===== config.mk =====
export PLATFORM = sky130hd
export DESIGN_NAME = fp_divider
export DESIGN_NICKNAME = d
export VERILOG_FILES = /design/src/rtl/fp_divider.sv
export SDC_FILE = /design/constraint.sdc
export NUM_CORES = 1
export LEC_CHECK = 0
export CAP_MARGIN = 30
export CORE_ASPECT_RATIO = 1.4
export CORE_UTILIZATION = 35
export CTS_CLUSTER_SIZE = 14
export DETAILED_ROUTE_END_ITERATION = 8
export PLACE_DENSITY = 0.63
export SLEW_MARGIN = 20
export SYNTH_ARGS = -nofsm -noshare
export SYNTH_HDL_FRONTEND = slang
export SYNTH_SLANG_ARGS = --single-unit

===== constraint.sdc =====
create_clock -name clk -period 5.4 [get_ports clk]
set_input_delay 0.54 -clock clk [delete_from_list [all_inputs] [get_ports clk]]
set_output_delay 0.54 -clock clk [all_outputs]
set_load 0.1 [all_outputs]

===== src/rtl/fp_divider.sv =====
// Sequential IEEE-754 single-precision divider, fp_result = a / b, with U/O/N/Z flags.
// Latency: out_valid in the QBITS+3rd cycle counting the cycle after the accept edge (29 by default);
//          special operands are resolved in the 2nd cycle.
// Backpressure: one operation in flight; in_ready only in IDLE, the result is held in DONE until out_ready.
//
// Ports: clk, rst_n (async, active-low); in_valid/in_ready + a, b (FP32 operands);
//        out_valid/out_ready + fp_result (FP32 quotient), U underflow, O overflow, N NaN, Z divide-by-zero.
module fp_divider #(
    parameter int QBITS        = 26,   // 24 mantissa bits + guard + round; layout below assumes >= 26
    parameter bit FLUSH_DENORM = 1'b0
) (
    input  logic        clk,
    input  logic        rst_n,
    input  logic        in_valid,
    output logic        in_ready,
    input  logic [31:0] a,
    input  logic [31:0] b,
    output logic        out_valid,
    input  logic        out_ready,
    output logic [31:0] fp_result,
    output logic        U,
    output logic        O,
    output logic        N,
    output logic        Z
);

    localparam int CW = $clog2(QBITS);

    typedef enum logic [2:0] {IDLE, NORM, DIV, RND, DONE} state_t;

    state_t               state, state_nxt;
    logic [31:0]          a_q, b_q;
    logic                 sign_q;
    logic signed [9:0]    e_q;
    logic [23:0]          mb_q;
    logic [24:0]          rem_q;
    logic [QBITS-1:0]     q_q;
    logic [CW-1:0]        cnt_q;

    function automatic logic [4:0] lzc24(input logic [23:0] m);
        logic [4:0] n;
        n = 5'd24;
        for (int i = 0; i < 24; i++)
            if (m[i]) n = 5'(23 - i);
        return n;
    endfunction

    // ---------------- unpack (used in NORM) ----------------
    logic [7:0]        ea_f, eb_f;
    logic [23:0]       ma_raw, mb_raw, ma_n, mb_n;
    logic [4:0]        lza, lzb;
    logic signed [9:0] ea_s, eb_s, e_base;
    logic              nan_a, nan_b, inf_a, inf_b, zero_a, zero_b, sgn, lt;

    assign ea_f   = a_q[30:23];
    assign eb_f   = b_q[30:23];
    assign ma_raw = {|ea_f, a_q[22:0]};
    assign mb_raw = {|eb_f, b_q[22:0]};
    assign lza    = lzc24(ma_raw);
    assign lzb    = lzc24(mb_raw);
    // Denormals are treated as exponent 1 and left-normalised so the divider always sees 1.xxx.
    assign ma_n   = ma_raw << lza;
    assign mb_n   = mb_raw << lzb;
    assign ea_s   = (ea_f == 8'd0) ? 10'sd1 - $signed({5'd0, lza}) : $signed({2'b00, ea_f});
    assign eb_s   = (eb_f == 8'd0) ? 10'sd1 - $signed({5'd0, lzb}) : $signed({2'b00, eb_f});
    assign e_base = ea_s - eb_s + 10'sd127;
    assign lt     = ma_n < mb_n;

    assign nan_a  = (ea_f == 8'hFF) && (a_q[22:0] != 23'd0);
    assign nan_b  = (eb_f == 8'hFF) && (b_q[22:0] != 23'd0);
    assign inf_a  = (ea_f == 8'hFF) && (a_q[22:0] == 23'd0);
    assign inf_b  = (eb_f == 8'hFF) && (b_q[22:0] == 23'd0);
    assign zero_a = (a_q[30:0] == 31'd0);
    assign zero_b = (b_q[30:0] == 31'd0);
    assign sgn    = a_q[31] ^ b_q[31];

    logic        special, spec_n, spec_z;
    logic [31:0] spec_res;

    always_comb begin
        special  = 1'b1;
        spec_res = 32'd0;
        spec_n   = 1'b0;
        spec_z   = 1'b0;
        if (nan_a || nan_b || (zero_a && zero_b) || (inf_a && inf_b)) begin
            spec_res = 32'h7FC00000;
            spec_n   = 1'b1;
        end else if (inf_a) begin
            spec_res = {sgn, 8'hFF, 23'd0};
        end else if (zero_b) begin
            spec_res = {sgn, 8'hFF, 23'd0};
            spec_z   = 1'b1;
        end else if (zero_a || inf_b) begin
            spec_res = {sgn, 31'd0};
        end else begin
            special  = 1'b0;
        end
    end

    // ---------------- one restoring-division step ----------------
    logic        rem_ge;
    logic [24:0] rem_diff, rem_nxt;

    assign rem_ge   = rem_q >= {1'b0, mb_q};
    assign rem_diff = rem_ge ? rem_q - {1'b0, mb_q} : rem_q;
    assign rem_nxt  = rem_diff << 1;   // rem_diff < mb, so the shift never loses a bit

    // ---------------- rounding (used in RND) ----------------
    logic              tiny, lost, g, rs, rup;
    logic [9:0]        den_diff, den_sh, e_fld;
    logic [QBITS-1:0]  q_rnd;
    logic [23:0]       mant;
    logic [32:0]       sum;
    logic signed [9:0] e_post;

    assign tiny     = e_q <= 10'sd0;
    assign den_diff = 10'sd1 - e_q;
    assign den_sh   = (den_diff > 10'(QBITS)) ? 10'(QBITS) : den_diff;
    assign q_rnd    = tiny ? (q_q >> den_sh) : q_q;
    // Bits shifted out by the denormal shift are the low den_sh bits of q.
    assign lost     = tiny && (|(q_q << (10'(QBITS) - den_sh)));
    assign mant     = q_rnd[QBITS-1 -: 24];
    assign g        = q_rnd[QBITS-25];
    assign rs       = |q_rnd[QBITS-26:0];
    assign rup      = g && (rs || lost || (|rem_q) || mant[0]);
    // Exponent field is stored as e-1 and the hidden bit carries into it, so a normal
    // result gets e back, a denormal gets 0, and any rounding carry bumps the exponent.
    assign e_fld    = tiny ? 10'd0 : e_q - 10'sd1;
    assign sum      = {e_fld, 23'd0} + {9'd0, mant} + {32'd0, rup};
    assign e_post   = $signed(sum[32:23]);

    // ---------------- FSM ----------------
    always_ff @(posedge clk or negedge rst_n) begin
        if (!rst_n) state <= IDLE;
        else        state <= state_nxt;
    end

    always_comb begin
        state_nxt = state;
        case (state)
            IDLE: if (in_valid) state_nxt = NORM;
            NORM: state_nxt = special ? DONE : DIV;
            DIV:  if (cnt_q == CW'(QBITS - 1)) state_nxt = RND;
            RND:  state_nxt = DONE;
            DONE: if (out_ready) state_nxt = IDLE;
            default: state_nxt = IDLE;
        endcase
    end

    assign in_ready  = (state == IDLE);
    assign out_valid = (state == DONE);

    // ---------------- datapath ----------------
    always_ff @(posedge clk or negedge rst_n) begin
        if (!rst_n) begin
            a_q <= '0; b_q <= '0; sign_q <= 1'b0; e_q <= '0; mb_q <= '0;
            rem_q <= '0; q_q <= '0; cnt_q <= '0;
            fp_result <= '0; U <= 1'b0; O <= 1'b0; N <= 1'b0; Z <= 1'b0;
        end else begin
            case (state)
                IDLE: if (in_valid) begin
                    a_q <= a; b_q <= b;
                    U <= 1'b0; O <= 1'b0; N <= 1'b0; Z <= 1'b0;
                end
                NORM: if (special) begin
                    fp_result <= spec_res;
                    N <= spec_n;
                    Z <= spec_z;
                end else begin
                    sign_q <= sgn;
                    mb_q   <= mb_n;
                    // Pre-scale a smaller dividend so the quotient lands in [1,2).
                    rem_q  <= lt ? {ma_n, 1'b0} : {1'b0, ma_n};
                    e_q    <= lt ? e_base - 10'sd1 : e_base;
                    q_q    <= '0;
                    cnt_q  <= '0;
                end
                DIV: begin
                    q_q   <= {q_q[QBITS-2:0], rem_ge};
                    rem_q <= rem_nxt;
                    cnt_q <= cnt_q + 1'b1;
                end
                RND: begin
                    if (tiny && FLUSH_DENORM) begin
                        fp_result <= {sign_q, 31'd0};
                        U <= 1'b1;
                    end else if (e_post >= 10'sd255) begin
                        fp_result <= {sign_q, 8'hFF, 23'd0};
                        O <= 1'b1;
                    end else begin
                        fp_result <= {sign_q, sum[30:0]};
                        U <= tiny && (sum[30:0] != 31'd0);
                    end
                end
                default: ;
            endcase
        end
    end

endmodule

# [Word-level counts from Yosys, hierarchy flattened]
# Cells that the tools add are included.
# Widths: inputs -> output; s select.
[totals] ff_bits=194 in_bits=68 output_inout_bits=38 elab_cells=184
[op_classes] addsub=12 magnitude_cmp=5 eq_ne=14 n_shift=4 muxes=91 bitwise_logic=2 reduce_logical=42
[ops] cell="$mux 5" count=43
[ops] cell="$mux 32" count=5
[ops] cell="$pmux 32 s2" count=1
[ops] cell="$logic_not 31->1" count=2
[ops] cell="$mux 26" count=2
[ops] cell="$pmux 26 s2" count=1
[ops] cell="$mux 10" count=5
[ops] cell="$mux 25" count=2
[ops] cell="$pmux 25 s2" count=1
[ops] cell="$shl 24x5->24" count=2
[ops] cell="$logic_not 23->1" count=2
[ops] cell="$reduce_bool 23->1" count=2
[ops] cell="$add 33x1->33" count=1
[ops] cell="$add 33x24->33" count=1
[ops] cell="$mux 31" count=1
[ops] cell="$reduce_bool 31->1" count=1
[ops] cell="$reduce_or 26->1" count=1
[ops] cell="$shl 26x10->26" count=1
[ops] cell="$shr 26x10->26" count=1
[ops] cell="$ge 25x24->1" count=1
[ops] cell="$reduce_or 25->1" count=1
[ops] cell="$lt 24x24->1" count=1
[ops] cell="$mux 24" count=1
[ops] cell="$mux 4" count=6
[ops] cell="34 further kinds" count=85

# [Longest topological paths before layout]
# Gate-level depths: netlist of run 1.
[logic_depth] depth_word=30 mapped_depth=33 depth_no_buf=30

# [Least setup slack after synthesis of run 1]
# No wires, ideal clock.
[synth_path] path_type="register to register" start="register e_q[1]" end="register fp_result[10]" setup_ps=122 arrival_ps=5647 required_ps=5278 slack_ps=-369 path_stages_with_launch=26 n_path_buf=4 synth_period_minus_slack_ps=5769 cell_sequence="dfrtp_1 -> buf_2 -> clkinv_1 -> ha_1 -> or3b_4 -> or4_4 -> and3_1 -> buf_6 -> buf_6 -> nor3_4 -> nand3_1 -> a21oi_1 -> a211oi_1 -> or2_2 -> inv_1 -> ha_1 -> inv_1 -> a2111oi_2 -> nand4_1 -> or4b_2 -> o211ai_1 -> o211ai_1 -> nor4_4 -> nor3_2 -> buf_2 -> a22o_1"
[synth_via] elab_chain_cells=15 word_cells_on_any_way=21 classes_between="add/sub (5); order compare (3); shift (2); mux (5); reduce/logical (6)"
[synth_rtl] element="start: declaration" line_no="34" text="logic signed [9:0] e_q;"
[synth_rtl] element="start signal: assignment" line_no="174" text="e_q <= lt ? e_base - 10'sd1 : e_base;"
[synth_rtl] element="$sub 2x10->10" line_no="117" text="assign den_diff = 10'sd1 - e_q;"
[synth_rtl] element="$gt 10x5->1" line_no="118" text="assign den_sh = (den_diff > 10'(QBITS)) ? 10'(QBITS) : den_diff;"
[synth_rtl] element="$mux 10" line_no="118"
[synth_rtl] element="$sub 5x10->10" line_no="121" text="assign lost = tiny && (|(q_q << (10'(QBITS) - den_sh)));"
[synth_rtl] element="$shl 26x10->26" line_no="121"
[synth_rtl] element="$reduce_or 26->1" line_no="121"
[synth_rtl] element="$logic_and 1x1->1" line_no="121"
[synth_rtl] element="$logic_or 1x1->1 (3 in series)" line_no="125" text="assign rup = g && (rs || lost || (|rem_q) || mant[0]);"
[synth_rtl] element="$logic_and 1x1->1" line_no="125"
[synth_rtl] element="$add 33x1->33 *" line_no="129" text="assign sum = {e_fld, 23'd0} + {9'd0, mant} + {32'd0, rup};"
[synth_rtl] element="$ge 10x9->1" line_no="187" text="end else if (e_post >= 10'sd255) begin"
[synth_rtl] element="$mux 31 *" line_no="187"
[synth_rtl] element="$pmux 32 s2 *" line_no="160" text="case (state)"
[synth_rtl] element="end signal: assignment" line_no="166" text="fp_result <= spec_res;"
[synth_rtl] element="end signal: assignment" line_no="188" text="fp_result <= {sign_q, 8'hFF, 23'd0};"
[synth_rtl] element="end signal: assignment" line_no="191" text="fp_result <= {sign_q, sum[30:0]};"
[synth_rtl] element="end: declaration" line_no="20" text="output logic [31:0] fp_result,"
# Mark *: on every way between the ends. The rest lies on a longest branch, timed or not.
# A chain may end at the register's enable or synchronous reset.

# [Worst setup path in the final report of run 1]
[layout_path] start="register e_q[1]" end="register fp_result[25]"
# Same word-level chain as after synthesis.

==> impl_metrics.py, run 1 <==
metrics = {
    "synth": {
        "yosys.cell_types.count": 98,
        "synthFlopType": "dfrtp_1",
        "syn_area_per_cell_um2": 7.78,
        "synth.largest_area_cell": "dfrtp_1",
        "synth_cells": 2220,
        "synth_area_leaders": "dfrtp_1 (28%), nand2_1 (8.8%), mux2i_1 (6.3%), ha_1 (5.4%), o21ai_0 (4.2%)",
        "synth_top_cell_area_share": 0.281,
        "yosysWarnings": 0,
        "synth_edf_count": 0,
        "synth_area_mm2": 0.0173,
        "async_reset_ff_frac": 1.00,
        "yosys_register_bits": 194,
        "ys_seq_area_frac": 0.281,
        "syn_nets": 2365,
    },
    "critical_path": {
        "crit_required_ns": 5.80,
        "r2r-start": "e_q[1]",
        "worst_r2r_path_depth": 26,
        "crit_arrival_ns": 6.07,
        "worstSetupStartpointType": "register",
        "end_kind": "register",
        "slowest_stage": "or4b_4",
        "r2r-end": "fp_result[25]",
        "crit_fanout": 8,
        "crit_family": "simple AND/OR/NAND/NOR gates",
        "path_buf_inv": 8,
        "cp_slowest_stage_delay_ns": 0.49,
        "rrSetupSlack_ns": -0.26,
        "criticalPathCategory": "register to register",
    },
    "clock_tree": {
        "clock-sinks": 194,
        "clkTransAtPathRegs_ns": 0.08,
        "root_buffer": "clkbuf_16",
        "htreeDepth": 4,
        "clk_latency_ns": 0.50,
        "cts_buffers": 17,
        "cts-hold-fix-buffers": 0,
        "clock_path_buffers": 2,
        "cts_tree": "yes",
    },
    "sta": {
        "finalHoldViolCount": 0,
        "layout_min_cycle_time_ns": 5.66,
        "slew_headroom": 0.278,
        "grt_setup_unrepaired": "yes",
        "fmax_ghz": 0.177,
        "worst_slack_ns": -0.263,
        "slew_violations": 0,
        "setup-violations-final": 52,
        "timing.final.crit_share": 1.05,
        "worstMarginPinSlew_ns": 1.08,
        "whs_ns": 0.114,
        "finClkSkew_ns": 0.0258,
    },
    "power_and_ir_drop": {
        "ir_drop_uv": 445,
        "power_density_mw_per_mm2": 687,
        "p_leak_nw": 10.7,
    },
    "worst_hold_path": {
        "hold_path.class": "primary input to asynchronous set/reset pin",
    },
    "route": {
        "viasPerCell": 5.79,
        "dr_total_vias": 18904,
        "drcViolationCount": 0,
        "drt_iter0_markers": 1266,
        "firstDrtPassIters": 8,
        "wl_per_cell_um": 22.0,
        "postRouteAntennaNets": 0,
        "wl_mm": 71.9,
    },
    "layout": {
        "syn_to_final_growth_pct": 35.1,
        "final_cell_count_no_fill": 3263,
        "fill_cells": 4712,
        "diodes": 0,
        "multi_input_area_mm2": 0.0122,
        "drive_above_1_share": 0.250,
        "fin_nets": 2758,
        "regArea_mm2": 0.00486,
    },
    "placement": {
        "io_buffer_count": 105,
        "dp.cells": 3182,
        "place_hpwl_mm": 55.6,
        "gp_congestion": 1.02,
    },
    "die": {
        "coreArea_mm2": 0.0489,
        "start_util": 0.354,
        "fp.dieArea_mm2": 0.0503,
        "die_w_um": 190,
        "ios": 106,
        "fp.dieH_um": 265,
        "num_rows": 96,
    },
    "global_route": {
        "grt_use_total": 0.284,
        "grt_antenna_before_repair": 0,
        "grt_pass1_wl_mm": 110,
        "overflow": 0,
        "grt_pass1_vias": 18843,
        "grt_max_degree": 106,
    },
    "run_status": {
        "failed_checks": "negative setup slack",
        "outcome": "complete, but fails checks",
    },
    "flow_run": {
        "max_cap_violations": 0,
    },
}
-- cell usage after synthesis, drive strengths merged, types with 12 or more instances --
library cell and count:
nor2b 21, nand4 31, a22o 24, o211a 13, a31oi 25, nand2b 20
xor2 25, o21ai 175, nor4 32, mux2i 108, mux2 19, or2 13
a21o 28, o21a 12, and3 22, dfrtp 194, a22oi 19, xnor2 35
o22ai 12, ha 75, o31ai 16, buf 31, inv 90, nand3 60
a211oi 24, nand2 406, clkbuf 117, o211ai 20, and2 16, o21bai 21
or3 14, nor3 52, nor2 154, a21oi 122
-- area by class of cell --
class | instances | share of cell area
Clock buffer | 17 | 0.0182
Clock inverter | 15 | 0.00858
Inverter | 95 | 0.0166
Multi-Input combinational cell | 1785 | 0.524
Sequential cell | 194 | 0.208
Tap cell | 637 | 0.0341
Timing Repair Buffer | 520 | 0.190
-- how the worst max path moves through the flow --
stage	start	to	cells past startpoint
floorplan	b_q[0]	e_q[5]	29
global placement	b_q[3]	e_q[7]	29
detailed placement	b_q[3]	e_q[7]	29
CTS	b_q[1]	e_q[3]	30
global route	e_q[1]	fp_result[25]	26
finish	e_q[1]	fp_result[25]	26
-- cells by family after synthesis --
family,Yosys count,synth area share
xor gates and xnor gates,60,0.0304
and+or+nand+nor,872,0.238
adders and majority gates,77,0.0566
DFF,194,0.281
muxes,137,0.0880
buffers and inverters,243,0.0565
AOI/OAI and AO/OA,637,0.250
-- registers in the layout, indices dropped and copies added (netlist names) --
register,cells
mb_q,24
q_q,26
Z,1
cnt_q,5
N,1
b_q,32
fp_result,32
state,3
U,1
O,1
rem_q,25
sign_q,1
a_q,32
e_q,10
-- placed cells by master (no fill, tap or decap), types with 12 or more instances in the layout --
| master | n |
|---|---|
| nand3_1 | 56 |
| nand2b_1 | 19 |
| or3_1 | 12 |
| and2_1 | 15 |
| clkbuf_16 | 21 |
| o211ai_1 | 20 |
| mux2_2 | 18 |
| a21o_1 | 28 |
| o31ai_1 | 12 |
| and3_1 | 18 |
| o211a_1 | 13 |
| o21bai_1 | 20 |
| a31oi_1 | 22 |
| a21oi_2 | 17 |
| a22oi_1 | 19 |
| ha_1 | 70 |
| xnor2_1 | 33 |
| nor2b_1 | 20 |
| a22o_1 | 24 |
| or2_2 | 12 |
| o21ai_1 | 29 |
| nor4_1 | 24 |
| nor2_1 | 146 |
| inv_1 | 82 |
| nand2_1 | 406 |
| o21a_1 | 12 |
| buf_4 | 381 |
| a21oi_1 | 103 |
| dfrtp_1 | 192 |
| nand4_1 | 31 |
| clkdlybuf4s50_1 | 104 |
| buf_6 | 15 |
| o21ai_0 | 135 |
| xor2_1 | 25 |
| mux2i_1 | 93 |
| a211oi_1 | 14 |
| nor3_1 | 38 |
-- power by group --
part | switching, mW | internal (mW)
sequential | 0.623 | 2.02
clock | 0.742 | 0.640
combinational | 7.06 | 4.97
total | 8.42 | 7.62
-- what timing repair did --
item / in CTS / in global routing
cloned: 3 / 5
resized for setup: 83 / 95
buffers inserted: 28 / 15
pin swaps: 46 / 42
setup endpoints to repair: 65 / 67
-- per-stage QoR --
step                      TNS [ns]  setup slack [ns]  instance area [µm²]   util  power (mW)
after CTS                    -4.05            -0.144                22800  0.466        15.1
after detailed placement    -23.28            -0.621                21500  0.440        13.2
final                        -7.54            -0.263                23300  0.477        16.0
after global placement      -16.32            -0.477                21400  0.438        13.0
after global routing        -20.30            -0.483                23300  0.477        17.1
after floorplan                  0           0.00831                17300      -        9.18
-- per-layer routing --
layer  global-route usage  part of all wire  vias up
li1                     -                 -     8882
met1                0.323              0.38     9087
met2                0.497              0.50      694
met3               0.0291             0.041      241
met4                0.194             0.074        0
met5                    0                 0        -
Power figures use the tool's default switching activity.
==> run 2: changes to the inputs <==
- PLACE_DENSITY: 0.63 -> 0.59
==> run 2 against run 1 <==
Sequential power decreased by 2%; cell count increased by 0.12%; the run still ends with negative setup slack left; design area fell by 1.5%; largest power group unchanged; highest routed layer unchanged; sequential share of layout area up 0.32 points.
==> impl_metrics.py, run 2 (same netlist as run 1, synthesis figures left out) <==
metrics = {
    "placement": {
        "gp_congestion": 1.02,
        "io_buffer_count": 105,
        "postPlaceCellArea_mm2": 0.0218,
        "place_hpwl_mm": 56.3,
        "pre_cts_ws_ns": -0.293,
    },
    "die": {
        "start_util": 0.354,
        "fp.dieArea_mm2": 0.0503,
        "die_w_um": 190,
        "coreArea_mm2": 0.0489,
        "ios": 106,
        "fp.dieH_um": 265,
        "num_rows": 96,
    },
    "layout": {
        "fin_nets": 2764,
        "top_regs": "a_q (32), b_q (32), fp_result (32)",
        "final_cell_mix": "nand2_1 (406), buf_4 (403), dfrtp_1 (193)",
        "drive_above_1_share": 0.238,
        "syn_to_final_growth_pct": 33.0,
        "diodes": 0,
        "final_common_cell": "nand2_1",
        "fill_cells": 4886,
        "design_area_mm2": 0.0230,
    },
    "global_route": {
        "grt_pass1_vias": 18875,
        "grt_pass1_wl_mm": 110,
        "grt_use_total": 0.285,
        "grt_antenna_before_repair": 0,
        "grt_max_degree": 127,
        "overflow": 0,
    },
    "run_status": {
        "outcome": "complete, but fails checks",
        "failed_checks": "negative setup slack",
    },
    "sta": {
        "grt_setup_unrepaired": "yes",
        "setup-violations-final": 31,
        "layout_min_cycle_time_ns": 5.62,
        "worstMarginPinSlew_ns": 0.984,
        "slew_headroom": 0.342,
        "finClkSkew_ns": 0.0191,
        "worst_slack_ns": -0.223,
        "timing.final.crit_share": 1.04,
        "slew_violations": 0,
        "finalHoldViolCount": 0,
        "fmax_ghz": 0.178,
    },
    "clock_tree": {
        "clk_latency_ns": 0.49,
        "htreeDepth": 4,
        "cts-hold-fix-buffers": 0,
        "cts_tree": "yes",
        "cts_buffers": 17,
        "clkTransAtPathRegs_ns": 0.08,
        "root_buffer": "clkbuf_16",
        "clock_path_buffers": 2,
        "clock-sinks": 194,
    },
    "flow_run": {
        "max_cap_violations": 0,
    },
    "power_and_ir_drop": {
        "power_density_mw_per_mm2": 671,
        "p_leak_nw": 10.6,
        "ir_drop_uv": 546,
    },
    "critical_path": {
        "rrSetupSlack_ns": -0.22,
        "crit_arrival_ns": 5.99,
        "end_kind": "register",
        "cp_slowest_stage_delay_ns": 0.45,
        "worstSetupStartpointType": "register",
        "slowest_stage": "dfrtp_2",
        "path_common_cell": "buf_4",
        "crit_required_ns": 5.76,
        "crit_fanout": 12,
        "criticalPathCategory": "register to register",
    },
    "route": {
        "wl_mm": 71.1,
        "drt_iter0_markers": 1211,
        "firstDrtPassIters": 5,
        "dr_total_vias": 18813,
        "drcViolationCount": 0,
        "viasPerCell": 5.76,
        "postRouteAntennaNets": 0,
        "wl_per_cell_um": 21.8,
    },
    "worst_hold_path": {
        "hold_path.class": "primary input to asynchronous set/reset pin",
    },
}
==> run 2: cell types whose count changed in the layout (fill, tap and decap cells not counted), moves of 4 or more <==
cell      change
a211oi_2      -6
buf_4        +22
o21ai_0       +7
a21oi_2       -7
nor3_4        -5
buf_6        -10
a21oi_1       +9
mux2i_4       -5
nor3_2        +4
a211oi_1      +7
mux2i_1       +6
clkinv_8      -6
o21ai_1       -4
==> run 2: where the power goes <==
part           internal (mW)  leakage, nW  switching, mW  total (mW)
Sequential              2.02         2.47          0.586        2.60
Clock                  0.603        0.266          0.667        1.27
Combinational           4.75         7.89           6.81        11.6
Total                   7.37         10.6           8.06        15.4
==> run 2: worst max-delay path, delay by kind of cell (launching register included) <==
family | cells | cell delay, ns
AND/OR/NAND/NOR | 9 | 1.98
XOR/XNOR | 1 | 0.25
flip-flops | 1 | 0.45
AO/OA/AOI/OAI | 7 | 1.40
buffers and inverters | 10 | 1.20
adder cells (fa/ha/maj) | 2 | 0.23
==> run 2: worst paths after layout <==
check | from | endpoint | cells after the start
max | e_q[1] | fp_result[11] | 29
min | rst_n | a_q[31] | 1
max reg2reg | e_q[1] | fp_result[11] | 29
min reg2reg | mb_q[23] | mb_q[23] | 2
max in group asynchronous | rst_n | mb_q[9] | 2
min in group clk | mb_q[23] | mb_q[23] | 2
==> run 2: per-stage QoR <==
step                TNS (ns)  hold slack, ns  total power, mW  utilization  std cells
floorplan                  0           0.244             9.18            -       2220
global placement       -3.14           0.440             13.4        0.445       3218
detailed placement     -8.60           0.445             13.6        0.446       3221
CTS                    -4.08           0.104             15.0        0.462       3260
global route          -14.92           0.115             16.5        0.470       3267
finish                 -4.65          0.0727             15.4        0.470       3267
==> run 2: layout make-up <==
type,count,area (µm²),share of cell area
clock inverter,13,121,0.00528
multi-input combinational,1783,12000,0.521
timing repair buffer,528,4440,0.193
clock buffer,17,425,0.0185
tap,637,797,0.0347
inverter,95,372,0.0162
sequential,194,4860,0.211
==> run 2: layer usage <==
layer | track usage | wire length (µm)
met5 | 0 | 0
met4 | 0.176 | 4620
met3 | 0.0282 | 2670
met2 | 0.507 | 35900
met1 | 0.326 | 27900
==> run 2: what timing repair did <==
item | in CTS | in global routing
buffers inserted | 10 | 6
gates resized for setup | 28 | 70
cloned | 0 | 1
setup endpoints to repair | 52 | 66
pin swaps | 14 | 26
==> run 3: changes to the inputs <==
- CORE_MARGIN: not set -> 10
==> run 3 against run 2 <==
Critical path depth rose by 2; critical endpoint is now e_q[7]; sequential cell count is the same; critical path type unchanged; register-to-register slack improved by 0.08 ns; largest cell class unchanged; the run still ends with negative setup slack left.
==> impl_metrics.py, run 3 (same netlist as run 1, synthesis figures left out) <==
metrics = {
    "power_and_ir_drop": {
        "finalPower_mw": 16.5,
        "clkPwrFrac": 0.085,
        "power_density_mw_per_mm2": 699,
        "p_switching_mw": 8.60,
        "ir_drop_uv": 443,
        "pwr-share-seq": 0.162,
        "p_sw_frac": 0.522,
        "comb_power_share": 0.753,
        "p_int_mw": 7.89,
        "p_leak_nw": 10.8,
    },
    "placement": {
        "io_buffer_count": 105,
        "gp_congestion": 1.02,
        "pre_cts_ws_ns": -0.346,
        "postPlaceCellArea_mm2": 0.0216,
        "place_hpwl_mm": 60.0,
    },
    "layout": {
        "drive_above_1_share": 0.256,
        "fin_util": 0.481,
        "final_common_cell": "nand2_1",
        "top_regs": "a_q (32), b_q (32), fp_result (32)",
        "fill_cells": 4802,
        "diodes": 0,
        "design_area_mm2": 0.0236,
        "fin_nets": 2765,
        "syn_to_final_growth_pct": 36.4,
        "final_cell_mix": "nand2_1 (396), buf_4 (386), dfrtp_1 (193)",
    },
    "run_status": {
        "outcome": "complete, but fails checks",
        "failed_checks": "negative setup slack",
    },
    "route": {
        "dr_total_vias": 18936,
        "wl_per_cell_um": 23.4,
        "viasPerCell": 5.79,
        "drcViolationCount": 0,
        "firstDrtPassIters": 6,
        "wl_mm": 76.6,
        "postRouteAntennaNets": 0,
        "drt_iter0_markers": 1388,
    },
    "global_route": {
        "grt_pass1_vias": 19246,
        "overflow": 0,
        "grt_use_total": 0.249,
        "grt_max_degree": 76,
        "grt_pass1_wl_mm": 115,
        "grt_antenna_before_repair": 0,
    },
    "clock_tree": {
        "cts_tree": "yes",
        "cts_buffers": 17,
        "clkTransAtPathRegs_ns": 0.08,
        "clk_latency_ns": 0.50,
        "clock-sinks": 194,
        "clock_path_buffers": 2,
        "htreeDepth": 4,
        "root_buffer": "clkbuf_16",
    },
    "die": {
        "ios": 106,
        "die_w_um": 208,
        "fp.dieH_um": 283,
        "coreArea_mm2": 0.0490,
        "fp.dieArea_mm2": 0.0588,
        "num_rows": 96,
        "start_util": 0.353,
    },
    "worst_hold_path": {
        "hold_path.class": "primary input to asynchronous set/reset pin",
    },
    "sta": {
        "slew_headroom": 0.321,
        "slew_violations": 0,
        "worst_slack_ns": -0.144,
        "fmax_ghz": 0.180,
        "finalHoldViolCount": 0,
        "timing.final.crit_share": 1.03,
        "worstMarginPinSlew_ns": 1.01,
        "grt_setup_unrepaired": "yes",
        "finClkSkew_ns": 0.0169,
        "whs_ns": 0.0554,
        "layout_min_cycle_time_ns": 5.54,
        "setup-violations-final": 50,
    },
    "critical_path": {
        "slowest_stage": "or4_4",
        "crit_fanout": 4,
        "end_kind": "register",
        "crit_arrival_ns": 5.92,
        "startpoint": "b_q[0]",
        "cp_slowest_stage_delay_ns": 0.60,
        "crit_required_ns": 5.77,
        "criticalPathCategory": "register to register",
        "worstSetupStartpointType": "register",
        "r2r-start": "b_q[0]",
    },
    "flow_run": {
        "max_cap_violations": 0,
    },
}
[run 3: cell count changes in the layout (fill, tap and decap cells not counted), moves of 6 or more]
| cell | change |
|---|---|
| a21oi_2 | +7 |
| mux2i_4 | +7 |
| a21oi_1 | -9 |
| nand2_2 | +6 |
| nand2_1 | -10 |
| o21ai_0 | -7 |
| o21ai_1 | +9 |
| buf_6 | +12 |
| buf_4 | -17 |
[run 3: repair_timing]
| action | 4_1_cts | 5_1_grt |
|---|---|---|
| hold buffers | 0 | 0 |
| resized for setup | 52 | 143 |
| cloned | 1 | 4 |
| buffers inserted | 20 | 26 |
| pin swaps | 23 | 69 |
| endpoints found under the hold margin | 0 | 0 |
| setup endpoints to repair | 62 | 66 |
[run 3: stage by stage]
step,setup TNS [ns],std cells
global route,-20.83,3270
CTS,-0.293,3244
detailed placement,-11.45,3192
floorplan,0,2220
finish,-3.52,3270
global placement,-15.83,3190
[run 3: area by class of cell]
cell class / instances / area [µm²] / area share
Clock buffer: 18 / 439 / 0.0186
Clock inverter: 14 / 184 / 0.00780
Inverter: 95 / 374 / 0.0159
Multi-Input combinational cell: 1783 / 12400 / 0.524
Sequential cell: 194 / 4860 / 0.206
Tap cell: 637 / 797 / 0.0338
Timing Repair Buffer: 529 / 4560 / 0.194
[run 3: final timing paths]
check / depth (start not counted) / to / slack (ns)
max: 31 / e_q[7] / -0.14
min: 1 / fp_result[30] / 0.06
max reg2reg: 31 / e_q[7] / -0.14
min reg2reg: 2 / mb_q[23] / 0.46
max in group asynchronous: 2 / a_q[4] / 3.94
min in group clk: 2 / mb_q[23] / 0.46
[run 3: worst max-delay path, delay by kind of cell, from the launching register on]
kind,cells,cell delay [ns]
simple gates,7,1.30
xor+xnor,1,0.15
compound gates,15,2.15
flops,1,0.41
buf+inv,4,0.62
fa+ha+maj,1,0.20
mux,3,0.57
[run 3: power by group through the flow]
stage / logic, mW / registers (mW) / clock network, mW
4_1_cts: 11.1 / 2.65 / 1.43
3_3_place_gp: 10.6 / 2.65 / 0
5_1_grt: 13.3 / 2.75 / 1.47
6_report: 12.4 / 2.67 / 1.40
3_5_place_dp: 10.8 / 2.67 / 0
2_1_floorplan: 6.29 / 2.89 / 0
[run 3: per-layer routing]
layer  vias up  share of wire  track usage
met3       263          0.041       0.0406
met1      9102           0.35        0.242
met2       715           0.52        0.460
li1       8856              -            -
met4         0          0.080        0.196
met5         -              0            0
